[src/rtl/instr_fetch_pkg.sv]
// Shared constants for the instruction fetch unit: default widths, halt encoding
// and the two fetch states.
package instr_fetch_pkg;

  localparam int          DEF_ADDR_W    = 8;
  localparam int          DEF_DATA_W    = 32;
  localparam logic [31:0] DEF_HALT_WORD = 32'hFFFF_FFFF;
  localparam int          FETCH_CNT_W   = 16;

  localparam logic [0:0] ST_RUN    = 1'b0;
  localparam logic [0:0] ST_HALTED = 1'b1;

endpackage

[src/rtl/instr_fetch.sv]
// Single-slot instruction fetch unit with redirect, halt-on-HALT_WORD and resume.
// Optional handshake counter enabled by defining INSTR_FETCH_PERF_CNT_EN.
module instr_fetch
  import instr_fetch_pkg::*;
#(
  parameter int                ADDR_W    = DEF_ADDR_W,
  parameter int                DATA_W    = DEF_DATA_W,
  parameter logic [ADDR_W-1:0] RESET_PC  = '0,
  parameter logic [DATA_W-1:0] HALT_WORD = DEF_HALT_WORD
) (
  input  logic              clk,
  input  logic              rst_n,
  output logic [ADDR_W-1:0] imem_addr,
  input  logic [DATA_W-1:0] imem_rdata,
  input  logic              redirect_valid,
  input  logic [ADDR_W-1:0] redirect_target,
  output logic              instr_valid,
  output logic [DATA_W-1:0] instr_data,
  output logic [ADDR_W-1:0] instr_pc,
  input  logic              instr_ready,
  output logic              halted,
  input  logic              resume
`ifdef INSTR_FETCH_PERF_CNT_EN
  ,
  output logic [FETCH_CNT_W-1:0] fetch_cnt
`endif
);

  logic [ADDR_W-1:0] pc;
  logic [0:0]        state;
  logic              handshake;
  logic              load;

  assign imem_addr = pc;
  assign halted    = (state == ST_HALTED);
  assign handshake = instr_valid & instr_ready;
  assign load      = (state == ST_RUN) & (~instr_valid | instr_ready);

  // Redirect outranks everything; a halt word is delivered like any other and
  // only afterwards does the unit stop loading.
  always_ff @(posedge clk or negedge rst_n) begin
    if (!rst_n) begin
      pc          <= RESET_PC;
      state       <= ST_RUN;
      instr_valid <= 1'b0;
      instr_data  <= '0;
      instr_pc    <= '0;
    end else if (redirect_valid) begin
      pc          <= redirect_target;
      instr_valid <= 1'b0;
      state       <= ST_RUN;
    end else if (load) begin
      pc          <= pc + ADDR_W'(1);
      instr_valid <= 1'b1;
      instr_data  <= imem_rdata;
      instr_pc    <= pc;
      if (imem_rdata == HALT_WORD) begin
        state <= ST_HALTED;
      end
    end else begin
      if (handshake) begin
        instr_valid <= 1'b0;
      end
      if ((state == ST_HALTED) && resume) begin
        state <= ST_RUN;
      end
    end
  end

`ifdef INSTR_FETCH_PERF_CNT_EN
  // Saturating count of accepted instructions; only reset clears it.
  always_ff @(posedge clk or negedge rst_n) begin
    if (!rst_n) begin
      fetch_cnt <= '0;
    end else if (handshake && (fetch_cnt != {FETCH_CNT_W{1'b1}})) begin
      fetch_cnt <= fetch_cnt + FETCH_CNT_W'(1);
    end
  end
`endif

endmodule

[config.mk]
export PLATFORM = sky130hd
export DESIGN_NAME = instr_fetch
export DESIGN_NICKNAME = d
export VERILOG_FILES = /design/src/rtl/instr_fetch_pkg.sv /design/src/rtl/instr_fetch.sv
export SDC_FILE = /design/constraint.sdc
export NUM_CORES = 1
export LEC_CHECK = 0
export BUFFER_PORTS_ARGS = -buffer_cell sky130_fd_sc_hd__clkbuf_2
export CAP_MARGIN = 20
export CORE_AREA = 2 2 82 84
export DETAILED_ROUTE_END_ITERATION = 8
export DIE_AREA = 0 0 84 86
export SLEW_MARGIN = 25
export SYNTH_ARGS = -nofsm -noshare
export SYNTH_HDL_FRONTEND = slang
export SYNTH_SLANG_ARGS = --single-unit
[constraint.sdc]
create_clock -name clk -period 1.85 [get_ports clk]
set_input_delay 0.37 -clock clk [delete_from_list [all_inputs] [get_ports clk]]
set_output_delay 0.37 -clock clk [all_outputs]
set_load 0.03 [all_outputs]
==> impl_metrics.yaml, run 1 <==
clocking:
  htreeDepth: 2
  clockBufferDepth: 2
  root_buffer: "clkbuf_8"
  cts_buffers: 5
  hold_buffers: 0
  cts_setup_buffers: 0
  clk_latency_ps: 300
  clkSinkCount: 50
  cts_tree: "done"
  clk_pin_slew_ps: 90
  cts-resized-gates: 0
critical_path:
  critical_path.endpoint: "halted"
  required_ps: 1480
  reg2reg_depth: 4
  timing.rr.start: "instr_valid$_DFFE_PN0P_"
  worstSetupEndpointType: "primary output"
  start_kind: "flip-flop"
  setup.worst_path.start: "halted$_DFFE_PN0P_"
  ff2ff_setup_slack_ps: 350
  crit_type: "flip-flop to primary output"
  worstPathArrival_ps: 1150
  crit_path_max_fanout: 10
  timing.rr.end: "instr_pc[0]$_DFFE_PN0P_"
die:
  die_h_um: 86
  core_area_sq_mm: 0.00628
  row_count: 29
  dieArea_sq_mm: 0.00722
  die_w_um: 84
  io_pins: 95
  start_util_pct: 34.5
placed_design:
  port_buffers: 94
  routabilityCongestion: 0.786
  dpl.hpwl_mm: 3.70
  placed_cells: 321
global_routing:
  grt_pass1_wl_mm: 8.20
  grt_usage_pct: 14.5
  grt_max_degree: 51
  grt_pass1_vias: 1611
  grt_overflow: 0
  antenna_found_initial: 0
logic_synthesis:
  ys_warn_count: 0
  avgSynthCellArea_sq_um: 14.1
  synth_cell_type_count: 26
  ys_ff_latch: 50
  synth_fp_nets: 199
  syn-cell-area_sq_mm: 0.00216
  synthCells: 153
  ys_seq_area_share_pct: 57.8
drt:
  route.detailed.wl_per_inst_um: 14.8
  vias: 1575
  drt_iter0_drc: 28
  finalWirelength_mm: 4.87
  drcViolationCount: 0
  viasPerCell: 4.79
  ant_nets: 0
  drt_pre_antenna_iters: 4
timing:
  finalSetupTns_ps: 0
  period_needed_ps: 1520
  timing.fmax_mhz: 656
  fin_crit_sh_pct: 82.4
  slew_violations: 0
  skew_ps: 5.00
  slew_headroom_pct: 77.7
  setup_violations: 0
  rsz0062_at_grt: "no"
  final-hold-violation-count: 0
  tightest_slew_ps: 333
finish:
  fill_cells: 606
  num_antenna_cells: 0
  final_common_cell: "clkbuf_2"
  syn2layout_area_growth_pct: 30.7
  layout.nets: 297
  drive_gt1_share_pct: 60.7
  instances_no_fill: 329
  final_cell_mix: "clkbuf_2, dfrtp_1, mux2_2"
pwr:
  net-switching-power_uw: 984
  p_int_uw: 1940
  sw_frac_of_total_pct: 33.6
  p_leak_uw: 0.00133
  p_per_area_mw_per_mm2: 1030
  clkPwrFrac_pct: 27.1
  seq_power_share_pct: 45.9
  pwr-share-comb_pct: 27.0
  ir_drop_mv: 0.496
run:
  drv_cap: 0
run_status:
  status: "complete, no violations"
min_path:
  hold_path.class: "input pin to asynchronous set/reset pin"
==> cells by family (layout without fill, tap and decap cells) <==
| family | count (synthesis) | count (layout) | share of synthesized area, % |
|---|---|---|---|
| flip-flops | 50 | 50 | 57.8 |
| multiplexers | 41 | 41 | 21.3 |
| AND/OR/NAND/NOR | 36 | 36 | 12.0 |
| AO/OA/AOI/OAI | 10 | 10 | 2.54 |
| buffers and inverters | 9 | 108 | 3.35 |
| XOR/XNOR | 6 | 6 | 2.43 |
| adder cells (fa/ha/maj) | 1 | 1 | 0.578 |
==> power groups by stage <==
stage	clock network [uW]	registers, uW	logic (uW)
floorplan	0	1650	229
global placement	0	1370	791
detailed placement	0	1370	801
CTS	826	1350	801
global route	874	1370	844
finish	793	1340	789
==> state kept, by name, summed over array words and instances (netlist names) <==
register and flops:
instr_data 32, imem_addr 8, instr_pc 8, halted 1, instr_valid 1
==> area by class of cell <==
cell class,instances,area [sq um],area share (%)
Clock buffer,5,68.8,2.43
Multi-Input combinational cell,94,840,29.7
Tap cell,77,96.3,3.41
Inverter,1,3.75,0.133
Sequential cell,50,1250,44.2
Clock inverter,3,47.5,1.68
Timing Repair Buffer,99,520,18.4
==> worst max-delay path: stages (launching register included) <==
cell and delay (ps):
dfrtp_1 410, buf_4 220, clkbuf_2 230
==> how the worst min path moves through the flow <==
stage,from,endpoint,depth (start not counted)
floorplan,rst_n,halted$_DFFE_PN0P_,0
global placement,rst_n,imem_addr[3]$_DFFE_PN0P_,2
detailed placement,rst_n,imem_addr[4]$_DFFE_PN0P_,2
CTS,rst_n,instr_data[2]$_DFFE_PN0P_,2
global route,rst_n,instr_data[27]$_DFFE_PN0P_,2
finish,rst_n,imem_addr[4]$_DFFE_PN0P_,2
==> cells in the mapped netlist <==
cell      number  area [sq um]
xnor2_1        6          52.6
a221o_1        1          10.0
buf_2          1          5.00
buf_6          5          56.3
o21ai_0        4          20.0
mux2_2        38           428
nor2b_4        1          13.8
mux2i_1        1          10.0
nor3_4         1          16.3
a21oi_1        2          10.0
nor2_1         4          15.0
mux2_1         2          22.5
nor3b_1        2          15.0
nand3_2        1          10.0
nand2_1       10          37.5
ha_1           1          12.5
nand2b_1       1          6.26
o21ai_1        3          15.0
nor4_1         1          6.26
clkbuf_1       2          7.51
nor4_2         3          37.5
nand4_1       10          62.6
dfrtp_1       50          1250
inv_1          1          3.75
nor4b_2        1          15.0
nor4b_4        1          23.8
==> metrics by stage <==
step	util (%)	instance area (sq um)	worst slack, ps	hold slack [ps]	power [uW]
final	45.0	2830	326	47.0	2930
after global routing	45.0	2830	231	58.9	3090
after CTS	45.0	2830	314	53.4	2980
after detailed placement	43.2	2710	317	385	2170
after global placement	43.2	2710	342	389	2160
after floorplan	-	2160	238	74.4	1880
==> routing by layer <==
| layer | wire length, um | up-vias | track usage [%] | part of all wire, % |
|---|---|---|---|---|
| met5 | 0 | - | 0 | 0 |
| met4 | 26 | 0 | 4.40 | 0.53 |
| met3 | 471 | 2 | 5.58 | 9.7 |
| met2 | 2210 | 74 | 21.5 | 45 |
| met1 | 2170 | 754 | 19.7 | 44 |
| li1 | - | 745 | - | - |
Note: power is estimated with default switching activity, not from simulation.
==> inputs of run 2 (changes only) <==
Clock period 1.85 ns to 1.4 ns, I/O delays scaled along.
==> impl_metrics.yaml, run 2 (synthesis results as in run 1) <==
run_status:
  status: "complete, but fails checks"
  violations: "negative setup slack"
critical_path:
  worstPathArrival_ps: 1660
  crit_type: "flip-flop to flip-flop"
  crit_top_cell: "buf_6"
  ff2ff_setup_slack_ps: -70
  max_stage_delay_ps: 410
  path_buf_inv: 2
  cp.depth: 5
  reg2reg_depth: 5
  crit_family: "flip-flops"
  cp_cell_sequence: "nor2b_4 -> nor3_4 -> buf_6 -> buf_6 -> mux2_2"
  critPathSlowestCell: "dfrtp_2"
  start_kind: "flip-flop"
  required_ps: 1590
  worstSetupEndpointType: "flip-flop"
  crit_path_max_fanout: 5
die:
  io_pins: 95
  row_count: 29
  die_h_um: 86
  start_util_pct: 34.5
  core_area_sq_mm: 0.00628
  dieArea_sq_mm: 0.00722
  die_w_um: 84
pwr:
  ir_drop_mv: 0.603
  p_per_area_mw_per_mm2: 1300
  p_leak_uw: 0.00141
finish:
  largest_register_ffs: 32
  syn2layout_area_growth_pct: 38.4
  layout.nets: 312
  instances_no_fill: 344
  num_antenna_cells: 0
  final_common_cell: "clkbuf_2"
  top_register: "instr_data"
  drive_gt1_share_pct: 64.4
  final_cell_mix: "clkbuf_2, dfrtp_1, mux2_2"
  stdcell_area_sq_mm: 0.00299
global_routing:
  grt_overflow: 0
  grt_max_degree: 51
  grt_pass1_vias: 1649
  antenna_found_initial: 0
  grt_pass1_wl_mm: 8.26
  grt_usage_pct: 14.6
drt:
  drcViolationCount: 0
  drt_iter0_drc: 51
  route.detailed.wl_per_inst_um: 14.7
  finalWirelength_mm: 5.06
  ant_nets: 0
  vias: 1639
  viasPerCell: 4.76
  drt_pre_antenna_iters: 4
timing:
  slew_violations: 0
  period_needed_ps: 1470
  slew_headroom_pct: 81.6
  fin_crit_sh_pct: 105
  skew_ps: 3.52
  final-hold-violation-count: 0
  setup_ws_ps: -74.0
  rsz0062_at_grt: "yes"
  setup_violations: 40
  timing.fmax_mhz: 678
  tightest_slew_ps: 276
clocking:
  root_buffer: "clkbuf_8"
  cts_tree: "done"
  clkSinkCount: 50
  htreeDepth: 2
  clk_latency_ps: 300
  clockBufferDepth: 2
  clk_pin_slew_ps: 90
  cts_buffers: 5
min_path:
  hold_path.class: "input pin to flip-flop"
  holdPathStages: 3
placed_design:
  place_area_sq_mm: 0.00279
  placed_cells: 331
  dp_slack_ps: -72.6
  routabilityCongestion: 0.714
  port_buffers: 94
  dpl.hpwl_mm: 3.85
run:
  drv_cap: 0
run 2: changes by cell type in the layout (fill, tap and decap cells not counted), sizes merged:
cell / before / now
clkinv: 0 / 2
clkbuf: 99 / 98
buf: 5 / 20
inv: 3 / 1
dlygate4sd3: 0 / 1
run 2: path summary, 6_finish.rpt:
check,from,end
hold reg to reg,instr_data[10]$_DFFE_PN0P_,instr_data[10]$_DFFE_PN0P_
hold / removal,redirect_target[5],imem_addr[5]$_DFFE_PN0P_
setup reg to reg,instr_valid$_DFFE_PN0P_,instr_pc[7]$_DFFE_PN0P_
min in group asynchronous,rst_n,imem_addr[3]$_DFFE_PN0P_
max in group asynchronous,rst_n,instr_valid$_DFFE_PN0P_
setup / recovery,instr_valid$_DFFE_PN0P_,instr_pc[7]$_DFFE_PN0P_
run 2: through the flow:
step	util, %	hold WS (ps)	total power [uW]	TNS, ps
after CTS	46.5	187	3920	-2350
final	47.7	200	3890	-2360
after global placement	44.5	300	2890	-313
after global routing	47.7	190	4100	-4590
after detailed placement	44.5	303	2900	-1980
after floorplan	-	-15.6	2490	-6710
run 2: timing repair:
action	in CTS	in global routing
hold buffers	1	0
setup buffers	0	3
cloned	0	1
endpoints found under the hold margin	50	0
endpoints found under the setup margin	40	47
pin swaps	0	2
resized for setup	2	14
run 2: worst min-delay path, stage by stage:
cell	delay [ps]
clkbuf_2	80
nand2_1	50
o21ai_1	60
run 2: layout make-up:
type / instances / area, sq um
Clock inverter: 3 / 40.0
Timing Repair Buffer: 114 / 657
Inverter: 1 / 3.75
Multi-Input combinational cell: 94 / 872
Fill cell: 585 / 3280
Clock buffer: 5 / 68.8
Sequential cell: 50 / 1260
Tap cell: 77 / 96.3
run 2: report_power, final:
group          switching (uW)  internal, uW
logic                     696           427
clock network             476           526
registers                 120          1640
total                    1290          2590
run 2: layer usage:
| metal | routed length [um] | track usage, % | vias to the layer above | share of wire, % |
|---|---|---|---|---|
| li1 | - | - | 778 | - |
| met1 | 2360 | 19.7 | 782 | 47 |
| met2 | 2170 | 21.2 | 75 | 43 |
| met3 | 498 | 6.35 | 4 | 9.8 |
| met4 | 36 | 4.40 | 0 | 0.71 |
| met5 | 0 | 0 | - | 0 |
